File: config.mk
export PLATFORM = sky130hd
export DESIGN_NAME = plru_state_table
export DESIGN_NICKNAME = d
export VERILOG_FILES = /design/src/rtl/plru_state_table_pkg.sv /design/src/rtl/plru_state_table_next.sv /design/src/rtl/plru_state_table.sv
export SDC_FILE = /design/constraint.sdc
export NUM_CORES = 1
export LEC_CHECK = 0
export CORE_ASPECT_RATIO = 1.5
export CORE_UTILIZATION = 54
export DETAILED_ROUTE_END_ITERATION = 12
export PLACE_DENSITY_LB_ADDON = 0.15
export SYNTH_ARGS = -nofsm -noshare
export SYNTH_HDL_FRONTEND = slang
export SYNTH_HIERARCHICAL = 1
export SYNTH_SLANG_ARGS = --single-unit
File: constraint.sdc
create_clock -name clk -period 2.1 [get_ports clk]
set_input_delay 0.21 -clock clk [delete_from_list [all_inputs] [get_ports clk]]
set_output_delay 0.21 -clock clk [all_outputs]
set_load 0.01 [all_outputs]
File: src/rtl/plru_state_table_pkg.sv
// Shared cache geometry constants and the PLRU table FSM encoding.
// The cache datapath and the PLRU state table both use these definitions.
package plru_state_table_pkg;

   localparam int PLRU_WAYS      = 4;
   localparam int PLRU_LOG_WAYS  = 2;
   localparam int PLRU_LINES     = 16;
   localparam int PLRU_LOG_LINES = 4;

   typedef enum logic [0:0] {
      ST_IDLE  = 1'b0,
      ST_FLUSH = 1'b1
   } plru_state_e;

   // Follow the in-order tree from the root to the way it currently points at.
   function automatic logic [PLRU_LOG_WAYS-1:0] plru_victim(input logic [PLRU_WAYS-2:0] tree);
      int lo;
      int span;
      lo   = 0;
      span = PLRU_WAYS;
      for (int l = 0; l < PLRU_LOG_WAYS; l++) begin
         span = span / 2;
         lo   = tree[lo + span - 1] ? (lo + span) : lo;
      end
      return PLRU_LOG_WAYS'(lo);
   endfunction

endpackage

File: src/rtl/plru_state_table_next.sv
// Combinational next-tree logic: rewrites every node on the path to the
// accessed way so that it points away from that way.
module plru_next
   import plru_state_table_pkg::*;
#(
   parameter int number_of_sets        = PLRU_WAYS,
   parameter int log_of_number_of_sets = PLRU_LOG_WAYS
) (
   input  logic [number_of_sets-2:0]        cur_tree,
   input  logic [log_of_number_of_sets-1:0] way,
   output logic [number_of_sets-2:0]        new_tree
);

   localparam int TW = number_of_sets - 1;

   // Level l covers a span of number_of_sets>>l ways; its node is at lo+half-1.
   always_comb begin
      int                lo;
      int                half;
      logic              upper;
      logic [TW-1:0]     mask;
      lo       = 0;
      half     = 0;
      upper    = 1'b0;
      mask     = '0;
      new_tree = cur_tree;
      for (int l = 0; l < log_of_number_of_sets; l++) begin
         half     = number_of_sets >> (l + 1);
         lo       = (int'(way) >> (log_of_number_of_sets - l)) << (log_of_number_of_sets - l);
         upper    = (int'(way) >= (lo + half));
         mask     = TW'(1'b1) << (lo + half - 1);
         new_tree = upper ? (new_tree & ~mask) : (new_tree | mask);
      end
   end

endmodule

File: src/rtl/plru_state_table.sv
// Per-index pseudo-LRU tree storage with one-cycle reads, write-first bypass
// on same-index read/update, and a one-entry-per-cycle flush sweep.
module plru_state_table
   import plru_state_table_pkg::*;
#(
   parameter int number_of_sets         = PLRU_WAYS,
   parameter int log_of_number_of_sets  = PLRU_LOG_WAYS,
   parameter int number_of_lines        = PLRU_LINES,
   parameter int log_of_number_of_lines = PLRU_LOG_LINES
) (
   input  logic                              clk,
   input  logic                              reset_n,
   input  logic                              rd_en,
   input  logic [log_of_number_of_lines-1:0] rd_index,
   output logic [number_of_sets-2:0]         lru_out,
   output logic                              rd_valid,
   input  logic                              upd_en,
   input  logic [log_of_number_of_lines-1:0] upd_index,
   input  logic [log_of_number_of_sets-1:0]  upd_way,
   input  logic                              flush_req,
   output logic                              busy
);

   localparam int LW = log_of_number_of_lines;
   localparam logic [LW-1:0] SWEEP_LAST = LW'(number_of_lines - 1);
   localparam logic [LW-1:0] SWEEP_ONE  = LW'(1'b1);

   logic [number_of_sets-2:0] table_r [number_of_lines];
   plru_state_e               state_r;
   logic [LW-1:0]             sweep_r;
   logic                      busy_r;
   logic                      rd_valid_r;
   logic [number_of_sets-2:0] lru_r;

   logic [number_of_sets-2:0] next_tree_s;
   logic                      idle_s;
   logic                      upd_accept_s;
   logic                      rd_accept_s;
   logic                      bypass_s;
   logic [number_of_sets-2:0] rd_data_s;

   plru_next #(
      .number_of_sets        (number_of_sets),
      .log_of_number_of_sets (log_of_number_of_sets)
   ) u_next (
      .cur_tree (table_r[upd_index]),
      .way      (upd_way),
      .new_tree (next_tree_s)
   );

   // Request qualification; a flush request wins over a coincident update.
   always_comb begin
      idle_s       = (state_r == ST_IDLE);
      upd_accept_s = idle_s && upd_en && !flush_req;
      rd_accept_s  = idle_s && rd_en;
      bypass_s     = upd_accept_s && (upd_index == rd_index);
      rd_data_s    = bypass_s ? next_tree_s : table_r[rd_index];
   end

   // Table storage: sweep clear during flush, otherwise accepted updates.
   always_ff @(posedge clk or negedge reset_n) begin
      if (!reset_n) begin
         for (int i = 0; i < number_of_lines; i++) begin
            table_r[i] <= '0;
         end
      end else if (state_r == ST_FLUSH) begin
         table_r[sweep_r] <= '0;
      end else if (upd_accept_s) begin
         table_r[upd_index] <= next_tree_s;
      end
   end

   // Control FSM with registered read response and busy flag.
   always_ff @(posedge clk or negedge reset_n) begin
      if (!reset_n) begin
         state_r    <= ST_IDLE;
         sweep_r    <= '0;
         busy_r     <= 1'b0;
         rd_valid_r <= 1'b0;
         lru_r      <= '0;
      end else begin
         rd_valid_r <= rd_accept_s;
         if (rd_accept_s) begin
            lru_r <= rd_data_s;
         end
         case (state_r)
            ST_IDLE: begin
               sweep_r <= '0;
               if (flush_req) begin
                  state_r <= ST_FLUSH;
                  busy_r  <= 1'b1;
               end
            end
            ST_FLUSH: begin
               if (sweep_r == SWEEP_LAST) begin
                  state_r <= ST_IDLE;
                  busy_r  <= 1'b0;
                  sweep_r <= '0;
               end else begin
                  sweep_r <= sweep_r + SWEEP_ONE;
               end
            end
            default: begin
               state_r <= ST_IDLE;
               busy_r  <= 1'b0;
               sweep_r <= '0;
            end
         endcase
      end
   end

   assign lru_out  = lru_r;
   assign rd_valid = rd_valid_r;
   assign busy     = busy_r;

endmodule

==> impl_metrics.toml <==
[floorplan]
start_util = 0.570
ioPinCount = 20
die_h_um = 98.8
die-width_um = 66.5
core.rowCount = 34
dieArea_um2 = 6570
core_area_um2 = 5910

[detailed_routing]
wl_met2_um = 4690
drt-pass1-iter-count = 5
drt_iter0_markers = 156
drc = 0
wl_per_cell_um = 20.4
vias_per_cell = 6.02
ant_nets = 0
num_vias = 2725
met1Wirelength_um = 3470
met3_length_um = 619
top_layer = "met4"
routed_wl_um = 9220

[cells_and_area]
fillers = 435
layout.cells.most_common_list = "nand2_1, dfrtp_1, mux2i_1"
layout.nets = 395
multi_input_area_um2 = 1800
drive_above_1_share = 0.260
layout_commonest_cell = "nand2_1"
seqCellArea_um2 = 1450
syn2layout_area_growth_pct = 23.9
postLayoutCoreUtil = 0.707
diodes = 0

[placed_design]
io_buffers = 19
gp_congestion = 0.908
place_ws_ns = -0.678
dp.final_hpwl_um = 6880

[synth]
syn_area_um2 = 3370
postSynthCellCount = 311
yosys_warnings = 6
syn_avg_cell_area_um2 = 10.8
synth_nets = 330

[global_route]
antenna_found_initial = 0
overflow = 0
grt_pass1_vias = 2817
grt_use_total = 0.312
grt_max_degree = 59
grt_pass1_wl_um = 14400

[clock_tree]
h-tree-depth = 3
cts-root-buf = "clkbuf_8"
numCtsBuffers = 9
hold_buffers = 0
cts_tree = "yes"
clockBufferDepth = 2
clk_pin_slew_ns = 0.07
cts.sinks = 58
clkLatencyLatePin_ns = 0.35

[timing]
clock.fmax_mhz = 468
worstMarginPinSlew_ns = 0.751
worst_slack_ns = -0.0388
setup_viol = 4
slew_headroom = 0.499
grt_setup_unrepaired = "true"
post-route-min-period_ns = 2.14
final.setup_skew_ns = 0.0142
min_period_over_period = 1.02
finalHoldViolCount = 0
finalMaxSlewViolations = 0

[critical_path]
cp.required_ns = 2.32
start_kind = "flip-flop"
cp-end-kind = "flip-flop"
worstSetupPathType = "flip-flop to flip-flop"
crit_arrival_ns = 2.36
cp_max_fo = 3

[run]
cap_violations = 0

[pwr]
peakVddDrop_v = 0.000698
power_leakage_nw = 2.09
powerDensity_nw_per_um2 = 1140

[status]
status = "finished with violations"
violations = "setup timing"

[hold_path]
hold_path.class = "input port to async pin"
[worst max-delay path, cell delays in order, from the launching register on]
cell and delay [ns]:
dfrtp_1 0.42, mux4_2 0.47, mux4_2 0.48, nand2b_1 0.13, o21ai_2 0.08, inv_2 0.14
buf_4 0.14, buf_4 0.11, mux2i_1 0.06
[per-layer routing]
layer  global-route usage  up-vias
li1                     -     1230
met1                0.369     1341
met3               0.0694       39
met5                    0        -
met2                0.508      115
met4                0.187        0
[power breakdown]
group	internal, mW	switching, mW	total, mW
clock	0.455	0.444	0.900
sequential	1.57	0.403	1.98
combinational	1.03	0.863	1.89
[registers in the layout, indices dropped and copies added, names as in the netlist]
register and cells:
sweep_r 4, lru_out 3, table_r 48, busy 1, state_r 1, rd_valid 1
[area by class of cell]
type                            count  area share
Sequential cell                    58       0.347
Clock inverter                      3     0.00359
Inverter                            7     0.00629
Timing Repair Buffer               73       0.154
Tap cell                           72      0.0216
Multi-Input combinational cell    227       0.432
Clock buffer                       13      0.0356
[stage by stage]
step                TNS (ns)  hold slack (ns)  power (mW)  std cells  area (um^2)
floorplan                  0          -0.0856        2.93        311         3370
global placement      -14.07            0.398        3.68        431         3940
detailed placement    -16.59            0.401        3.76        431         3940
CTS                        0           0.0329        4.76        454         4190
global route          -0.331           0.0826        5.05        453         4180
finish                -0.108          0.00520        4.77        453         4180
[path summary, 6_finish.rpt]
kind	startpoint	to	slack, ns	cells after the start
worst min-delay path	reset_n	table_r[2]$_DFFE_PN0P_	0.005	2
min in group clk	sweep_r[0]$_DFF_PN0_	sweep_r[0]$_DFF_PN0_	0.51	1
worst max register to register	table_r[2]$_DFFE_PN0P_	table_r[20]$_DFFE_PN0P_	-0.04	8
max in group asynchronous	reset_n	table_r[27]$_DFFE_PN0P_	1.59	2
worst min register to register	sweep_r[0]$_DFF_PN0_	sweep_r[0]$_DFF_PN0_	0.51	1
worst max-delay path	table_r[2]$_DFFE_PN0P_	table_r[20]$_DFFE_PN0P_	-0.04	8
[what timing repair did]
action	in CTS	in global routing
endpoints found under the setup margin	32	18
pin swaps	2	0
gates resized for setup	19	4
buffers inserted	5	0
gates cloned	2	0
(Power assumes the default switching activity.)
